### config.mk
export PLATFORM = sky130hd
export DESIGN_NAME = multicycle_ctrl
export DESIGN_NICKNAME = d
export VERILOG_FILES = /design/src/rtl/ctrl_pkg.sv /design/src/rtl/ctrl_decode.sv /design/src/rtl/multicycle_ctrl.sv
export SDC_FILE = /design/constraint.sdc
export NUM_CORES = 1
export LEC_CHECK = 0
export CORE_AREA = 2 2 77 79
export CTS_CLUSTER_DIAMETER = 200
export DETAILED_ROUTE_END_ITERATION = 7
export DIE_AREA = 0 0 79 81
export PLACE_DENSITY = 0.81
export SLEW_MARGIN = 20
export SYNTH_ARGS = -nofsm -noshare
export SYNTH_HDL_FRONTEND = slang
export SYNTH_SLANG_ARGS = --single-unit
### constraint.sdc
create_clock -name clk -period 2 [get_ports clk]
set_input_delay 0.4 -clock clk [delete_from_list [all_inputs] [get_ports clk]]
set_output_delay 0.4 -clock clk [all_outputs]
set_load 0.02 [all_outputs]
### src/rtl/ctrl_pkg.sv
// Shared types and encodings for the multi-cycle controller.
//   state_e : FSM states
//   cls_e   : decoded instruction class (C_ILL = not a supported instruction)
//   OP_* / FN_* : opcode and R-type funct values
//   ALU_* / EXT_* / SRC_* : datapath control encodings
package ctrl_pkg;

  typedef enum logic [2:0] {
    S_IDLE, S_FETCH, S_DECODE, S_EXEC, S_MEM, S_WB, S_TRAP
  } state_e;

  typedef enum logic [3:0] {
    C_ADDU, C_SUBU, C_ORI, C_LUI, C_LW, C_SW, C_BEQ, C_J, C_ILL
  } cls_e;

  localparam logic [5:0] OP_RTYPE = 6'b000000;
  localparam logic [5:0] OP_ORI   = 6'b001101;
  localparam logic [5:0] OP_LUI   = 6'b001111;
  localparam logic [5:0] OP_LW    = 6'b100011;
  localparam logic [5:0] OP_SW    = 6'b101011;
  localparam logic [5:0] OP_BEQ   = 6'b000100;
  localparam logic [5:0] OP_J     = 6'b000010;

  localparam logic [5:0] FN_ADDU  = 6'b100001;
  localparam logic [5:0] FN_SUBU  = 6'b100011;

  localparam logic [1:0] ALU_ADD  = 2'b00;
  localparam logic [1:0] ALU_SUB  = 2'b01;
  localparam logic [1:0] ALU_OR   = 2'b10;

  localparam logic [1:0] EXT_ZERO = 2'b00;
  localparam logic [1:0] EXT_SIGN = 2'b01;
  localparam logic [1:0] EXT_LUI  = 2'b10;

  localparam logic [1:0] SRC_ALU  = 2'b00;
  localparam logic [1:0] SRC_DM   = 2'b01;
  localparam logic [1:0] SRC_EXT  = 2'b10;

endpackage

### src/rtl/ctrl_decode.sv
// Combinational instruction decode.
//   opcode, funct : instruction fields to classify
//   cls           : instruction class
//   illegal       : 1 when the opcode/funct pair is not supported
module ctrl_decode
  import ctrl_pkg::*;
(
  input  logic [5:0] opcode,
  input  logic [5:0] funct,
  output cls_e       cls,
  output logic       illegal
);

  always_comb begin
    cls = C_ILL;
    case (opcode)
      OP_RTYPE: begin
        if (funct == FN_ADDU)      cls = C_ADDU;
        else if (funct == FN_SUBU) cls = C_SUBU;
      end
      OP_ORI:  cls = C_ORI;
      OP_LUI:  cls = C_LUI;
      OP_LW:   cls = C_LW;
      OP_SW:   cls = C_SW;
      OP_BEQ:  cls = C_BEQ;
      OP_J:    cls = C_J;
      default: cls = C_ILL;
    endcase
    illegal = (cls == C_ILL);
  end

endmodule

### src/rtl/multicycle_ctrl.sv
// Multi-cycle control FSM: sequences the datapath through
// FETCH/DECODE/EXEC/MEM/WB, gates PC/IR updates, waits on mem_ready with a
// timeout and traps (sticky fault) on illegal instructions or timeouts.
//   clk, rst (async, active low)
//   opcode, funct, zero, mem_ready : from datapath / data memory
//   alu_ctl, ext_op, reg_src, alu_src, reg_dst, reg_write, mem_req,
//   mem_write, npc_sel, j_ctl, pc_write, ir_write : datapath controls
//   fault : sticky trap indicator
//   cycle_cnt, instr_cnt : perf counters, present only when
//     MULTICYCLE_CTRL_PERF_CNT_EN is defined (otherwise tied to 0)
module multicycle_ctrl
  import ctrl_pkg::*;
#(
  parameter int MEM_TIMEOUT = 16,
  parameter int CNT_W       = 32
) (
  input  logic             clk,
  input  logic             rst,
  input  logic [5:0]       opcode,
  input  logic [5:0]       funct,
  input  logic             zero,
  input  logic             mem_ready,
  output logic [1:0]       alu_ctl,
  output logic [1:0]       ext_op,
  output logic [1:0]       reg_src,
  output logic             alu_src,
  output logic             reg_dst,
  output logic             reg_write,
  output logic             mem_req,
  output logic             mem_write,
  output logic             npc_sel,
  output logic             j_ctl,
  output logic             pc_write,
  output logic             ir_write,
  output logic             fault,
  output logic [CNT_W-1:0] cycle_cnt,
  output logic [CNT_W-1:0] instr_cnt
);

  localparam logic [7:0] TO_LAST = 8'(MEM_TIMEOUT - 1);

  state_e     state_q, state_d;
  logic [5:0] op_q, op_d, fn_q, fn_d;
  logic [7:0] wait_q, wait_d;
  cls_e       cls;
  logic       illegal;

  // The branch decision itself is made in the datapath (npc_sel & zero).
  logic unused_zero;
  assign unused_zero = zero;

  // In DECODE the live fields are classified (for the trap decision);
  // afterwards only the latched copy is used.
  logic [5:0] dec_op, dec_fn;
  assign dec_op = (state_q == S_DECODE) ? opcode : op_q;
  assign dec_fn = (state_q == S_DECODE) ? funct  : fn_q;

  ctrl_decode u_dec (
    .opcode  (dec_op),
    .funct   (dec_fn),
    .cls     (cls),
    .illegal (illegal)
  );

  always_comb begin
    state_d   = state_q;
    op_d      = op_q;
    fn_d      = fn_q;
    wait_d    = '0;
    alu_ctl   = ALU_ADD;
    ext_op    = EXT_ZERO;
    reg_src   = SRC_ALU;
    alu_src   = 1'b0;
    reg_dst   = 1'b0;
    reg_write = 1'b0;
    mem_req   = 1'b0;
    mem_write = 1'b0;
    npc_sel   = 1'b0;
    j_ctl     = 1'b0;
    pc_write  = 1'b0;
    ir_write  = 1'b0;
    fault     = 1'b0;
    case (state_q)
      S_IDLE:  state_d = S_FETCH;
      S_FETCH: begin
        ir_write = 1'b1;
        state_d  = S_DECODE;
      end
      S_DECODE: begin
        op_d    = opcode;
        fn_d    = funct;
        state_d = illegal ? S_TRAP : S_EXEC;
      end
      S_EXEC: begin
        state_d = S_WB;
        case (cls)
          C_SUBU: alu_ctl = ALU_SUB;
          C_ORI: begin
            alu_ctl = ALU_OR;
            alu_src = 1'b1;
          end
          C_LUI: ext_op = EXT_LUI;
          C_LW, C_SW: begin
            ext_op  = EXT_SIGN;
            alu_src = 1'b1;
            state_d = S_MEM;
          end
          C_BEQ: begin
            alu_ctl  = ALU_SUB;
            npc_sel  = 1'b1;
            pc_write = 1'b1;
            state_d  = S_FETCH;
          end
          C_J: begin
            j_ctl    = 1'b1;
            pc_write = 1'b1;
            state_d  = S_FETCH;
          end
          default: ;
        endcase
      end
      S_MEM: begin
        // Address computation held stable for the whole access.
        mem_req = 1'b1;
        ext_op  = EXT_SIGN;
        alu_src = 1'b1;
        if (mem_ready) begin
          if (cls == C_SW) begin
            mem_write = 1'b1;
            pc_write  = 1'b1;
            state_d   = S_FETCH;
          end else begin
            state_d = S_WB;
          end
        end else if (wait_q == TO_LAST) begin
          state_d = S_TRAP;
        end else begin
          wait_d = wait_q + 8'd1;
        end
      end
      S_WB: begin
        reg_write = 1'b1;
        pc_write  = 1'b1;
        state_d   = S_FETCH;
        case (cls)
          C_ADDU, C_SUBU: reg_dst = 1'b1;
          C_LW:           reg_src = SRC_DM;
          C_LUI:          reg_src = SRC_EXT;
          default: ;
        endcase
      end
      S_TRAP:  fault = 1'b1;
      default: state_d = S_IDLE;
    endcase
  end

  always_ff @(posedge clk or negedge rst) begin
    if (!rst) begin
      state_q <= S_IDLE;
      op_q    <= '0;
      fn_q    <= '0;
      wait_q  <= '0;
    end else begin
      state_q <= state_d;
      op_q    <= op_d;
      fn_q    <= fn_d;
      wait_q  <= wait_d;
    end
  end

`ifdef MULTICYCLE_CTRL_PERF_CNT_EN
  localparam logic [CNT_W-1:0] CNT_ONE = {{(CNT_W-1){1'b0}}, 1'b1};
  logic [CNT_W-1:0] cyc_q, cyc_d, ins_q, ins_d;

  always_comb begin
    cyc_d = cyc_q;
    ins_d = ins_q;
    if (state_q != S_TRAP) begin
      cyc_d = cyc_q + CNT_ONE;
      if (pc_write) ins_d = ins_q + CNT_ONE;
    end
  end

  always_ff @(posedge clk or negedge rst) begin
    if (!rst) begin
      cyc_q <= '0;
      ins_q <= '0;
    end else begin
      cyc_q <= cyc_d;
      ins_q <= ins_d;
    end
  end

  assign cycle_cnt = cyc_q;
  assign instr_cnt = ins_q;
`else
  assign cycle_cnt = '0;
  assign instr_cnt = '0;
`endif

endmodule

Word-level counts from Yosys, hierarchy flattened
Index checks and enable logic that the tools add are counted.
Storage, ports and cells
  register bits after elaboration: 23
  input bits: 16
  logic and storage cells: 77
  output and inout bits: 80
Cells by class
  reductions and logical operators: 10
  equality and inequality tests: 24
  bitwise operators: 1
  mux-type cells: 37
  add/sub/neg operators: 1
Operators by type and width (count)
  $pmux W4 S7: 1
  $eq A6 B6 Y1 const B: 4
  $mux W8: 3
  $pmux W3 S6: 1
  $eq A4 B3 Y1 const B: 4
  $pmux W2 S2: 4
  $mux W1: 15
  $eq A6 B4 Y1 const B: 2
  $mux W3: 4
  $mux W6: 2
  $reduce_or A2 Y1: 5
  $eq A3 B3 Y1 const B: 3
  $add A8 B1 Y8 const B: 1
  $eq A4 B2 Y1 const B: 2
  $eq A8 B4 Y1 const B: 1
  $mux W4: 2
  $eq A3 B2 Y1 const B: 2
  $eq A6 B2 Y1 const B: 1
  $eq A6 B3 Y1 const B: 1
  $logic_not A6 Y1: 1
  $pmux W3 S2: 1
  $eq A4 B1 Y1 const B: 1
  $eq A4 B4 Y1 const B: 1
  $logic_not A4 Y1: 1
  other kinds (9): 10

Logic depth before layout (Yosys ltp)
  word-level depth: 10
  mapped depth: 7
  depth with buffers taken out: 5

By module
From an unflattened synthesis, not the netlist that was laid out.
Unflattened totals
  cell total of the unflattened synthesis: 209
  area, all modules: 1875.5 um2
Modules (own cells, without submodules)
  multicycle_ctrl: times used 1, cells an instance 183, seq. area each 575.6 um2, area each 1700.4 um2
  ctrl_decode: times used 1, cells an instance 26, seq. area each 0.0 um2, area each 175.2 um2

Worst setup path before layout
No wires, ideal clock.
  path kind: register to output
  start: reg state_q[2]
  end: out reg_src[1]
  required time: 1.600 ns
  arrival time: 2.354 ns
  buffers on the path: 1
  path slack: -0.754 ns
  cell stages (with the launch flop): 7
  cells stage by stage: dfrtp_1 -> buf_6 -> nor3b_2 -> nor3_1 -> a31oi_1 -> nand3_1 -> a2111oi_0
On the way
  longest elaborated chain between the ends: 9
  elaborated cells between the ends (all ways): 20
  those cells by class: eq/ne (12); mux (7); reduce/logical (1)
Ends and longest elaborated chain
  start, declared: line multicycle_ctrl.sv:42  | state_e state_q, state_d;
  start signal, assigned: line multicycle_ctrl.sv:164  | state_q <= state_d;
  $eq A3 B2 Y1: line multicycle_ctrl.sv:55, multicycle_ctrl.sv:56
  $mux W6
  $eq A6 B6 Y1: line ctrl_decode.sv:19  | else if (funct == FN_SUBU) cls = C_SUBU;
  $mux W4: line ctrl_decode.sv:19
  $mux W4: line ctrl_decode.sv:18  | if (funct == FN_ADDU) cls = C_ADDU;
  $pmux W4 S7: line ctrl_decode.sv:16  | case (opcode)
  $eq A4 B2 Y1 or $eq A4 B3 Y1 (tied branches): line multicycle_ctrl.sv:145  | case (cls)
  $pmux W2 S2: line multicycle_ctrl.sv:145
  $mux W2 *: line multicycle_ctrl.sv:83  | case (state_q)
  end, declared: line multicycle_ctrl.sv:25  | output logic [1:0] reg_src,
Mark *: on every way between the ends. The rest lies on a longest branch, timed or not.

Worst setup path after layout
  start: reg op_q[3]
  end: out alu_ctl[0]
On the way
  longest elaborated chain between the ends: 7
  elaborated cells between the ends (all ways): 15
  those cells by class: eq/ne (9); mux (4); reduce/logical (2)
Ends and longest elaborated chain
  start, declared: line multicycle_ctrl.sv:43  | logic [5:0] op_q, op_d, fn_q, fn_d;
  start signal, assigned: line multicycle_ctrl.sv:165  | op_q <= op_d;
  $mux W6 *: line multicycle_ctrl.sv:55  | assign dec_op = (state_q == S_DECODE) ? opcode : op_q;
  $eq A6 B2 Y1 (tied with other cells): line ctrl_decode.sv:16
  $pmux W4 S7 *: line ctrl_decode.sv:16
  $eq A4 B1 Y1 or $eq A4 B3 Y1 (tied branches): line multicycle_ctrl.sv:96  | case (cls)
  $reduce_or A2 Y1 (no line)
  $pmux W2 S2 *: line multicycle_ctrl.sv:96
  $mux W2 *: line multicycle_ctrl.sv:83
  end, declared: line multicycle_ctrl.sv:23  | output logic [1:0] alu_ctl,
Marks and branches as above.

==> out/results.ini <==
[critical_path]
crit_slowest_cell=or4_4
cp-end-kind=output port
critPathLaunchType=register
cpPeakStageDelay_ns=0.57
critPathMaxFanout=4
cp.required_ns=1.60
worst_path_most_repeated_cell=buf_6
crit_type=reg -> out
cp_cell_sequence=or4_4 -> buf_4 -> nor3_4 -> a31oi_4 -> buf_6 -> nor2b_1 -> o21a_2 -> buf_6
cp_data_arrival_time_ns=2.23

[power_and_ir_drop]
p_total_uw=3740
p_int_uw=2100
seq_power_share=0.214
ir_worst_vdd_uv=423
power.switching_uw=1640
pwr-share-clk=0.078
switching_share=0.438
combPwrFrac=0.707
power_density_nw_per_um2=1150
p_leak_uw=0.00158

[grt]
antenna_found_initial=0
grt_max_degree=24
grt_remaining_overflow=0
track_usage=0.171
grt_pass1_vias=1899
grt_pass1_wl_um=8640

[clock_tree]
cts_sinks=23
cts_root_buf=clkbuf_8
clk_pin_slew_ns=0.09
cts_buffers=3
cts_tree=yes
clk-insertion-delay-late_ns=0.27
htreeDepth=1
clockBufferDepth=2

[floorplanning]
die_w_um=79
num_io_pins=96
die_y_um=81
core-area_um2=5680
row_count=28
initial_core_util=0.360
dieArea_um2=6400

[sta]
post-route-min-period_ns=2.63
drv_slew=0
max_slew_margin=0.596
worst_pin_slew_ns=0.598
finalSetupViolations=15
fmax_mhz=381
postLayoutSetupSlackWorst_ns=-0.625
clock_skew_ns=0.00658
rsz0062_at_grt=yes
timing_hold_violations_final=0
finalCritPeriodShare=1.31

[worst_hold_path]
hold_path.class=reg -> reg

[yosys]
syn_area_per_cell_um2=8.00
synth_ff_type=dfrtp_1
netlist_area_um2=2040
synth_edf_count=0
syn_inst=255
ys_types=53
ys_seq_area_frac=0.282
yosys_warnings=0
async_flop_share=1.00
synth-seq-cells=23

[detailed_routing]
drcViolationCount=0
wl_met2_um=3230
firstDrtPassIters=4
routedWlPerCell_um=13.9
top_layer=met4
routed_via_density=4.70
vias=2062
first_iter_violations=93
wl_met3_um=306
drt-total-wl_um=6120
wl_met1_um=2350
ant_nets=0

[placement]
dpl.hpwl_um=3810
numPortBuffers=30
gp_congestion=0.864
pre_cts_ws_ns=-1.14

[finish]
drive_above_1_share=0.448
final_common_cell=buf_4
diodes=0
area_delta_synth_final_pct=59.3
mostFrequentLayoutCells=buf_4, conb_1, nand2_1
nets=382

[flow_run]
maxCapViolCount=0

[status]
violations=setup timing
status=finished, violations left

## per-layer routing
layer / up-vias / GRT usage
met5: - / 0
met4: 0 / 0.0638
met3: 18 / 0.0222
li1: 962 / -
met2: 88 / 0.335
met1: 994 / 0.188
## stage by stage
stage          hold slack (ns)  setup TNS, ns  instances  utilization  instance area [um2]
2_1_floorplan            0.104          -1.68        318            -                 2430
3_3_place_gp             0.441         -13.60        409        0.483                 2740
3_5_place_dp             0.453         -13.97        409        0.483                 2740
4_1_cts                  0.464          -5.78        428        0.538                 3050
5_1_grt                  0.506          -7.81        439        0.573                 3250
6_report                 0.459          -6.73        439        0.573                 3250
## area by class of cell
cell class | count | area, um2
Sequential cell | 23 | 579
Fill cell | 462 | 2420
Multi-Input combinational cell | 216 | 1490
Inverter | 4 | 17.5
Clock buffer | 4 | 45.0
Timing Repair Buffer | 117 | 1020
Tap cell | 75 | 93.8
## final timing paths
| kind | from | slack (ns) | endpoint | cells past startpoint |
|---|---|---|---|---|
| max reg2reg | state_q[1] | -0.12 | state_q[2] | 8 |
| max in group asynchronous | rst | 1.25 | op_q[2] | 2 |
| min reg2reg | wait_q[0] | 0.46 | wait_q[0] | 1 |
| max | op_q[3] | -0.63 | alu_ctl[0] | 8 |
| min | wait_q[0] | 0.46 | wait_q[0] | 1 |
| min in group asynchronous | rst | 0.49 | fn_q[4] | 2 |
## critical path: cells and delay by family (launching register included)
| kind | cells | cell delay [ns] |
|---|---|---|
| simple gates | 3 | 0.93 |
| compound gates | 2 | 0.23 |
| flops | 1 | 0.38 |
| buf+inv | 3 | 0.43 |
## logic make-up after synthesis
family,synth area share
fa+ha+maj,0.00613
buf+inv,0.274
mux,0.00552
xor+xnor,0.0300
flops,0.282
simple gates,0.287
compound gates,0.113
other cells,0.00184
## power by group through the flow
stage	registers (uW)	logic, uW	clock network [uW]
3_3_place_gp	758	1900	0
3_5_place_dp	772	1950	0
4_1_cts	778	2260	302
2_1_floorplan	727	1280	0
5_1_grt	817	2820	318
6_report	802	2650	293
## state kept, by name, indices dropped and copies added, names as in the netlist
name     cells
fn_q         6
state_q      3
op_q         6
wait_q       8
## synth_stat cells, types with 3 or more instances
cell type | n | share of area
and3_1 | 3 | 0.0092
or4_1 | 3 | 0.011
xnor2_1 | 3 | 0.013
nand4b_1 | 4 | 0.017
buf_4 | 64 | 0.24
nand2b_1 | 3 | 0.0092
dfrtp_1 | 23 | 0.28
xor2_1 | 4 | 0.017
nand3_1 | 7 | 0.017
nor2_1 | 20 | 0.037
nand2_1 | 40 | 0.074
nor3_1 | 8 | 0.020
nor2b_1 | 3 | 0.0092
a22oi_1 | 3 | 0.011
nor4b_1 | 3 | 0.013
inv_1 | 4 | 0.0074
o21ai_0 | 4 | 0.0098
buf_2 | 3 | 0.0074
clkbuf_1 | 6 | 0.011
## timing repair
action | in CTS | in global routing
setup buffers | 14 | 14
gates cloned | 1 | 0
hold buffers | 0 | 0
pin swaps | 19 | 16
resized for setup | 122 | 38
setup endpoints to repair | 18 | 23
No activity file was read; power rests on OpenSTA's default activity.
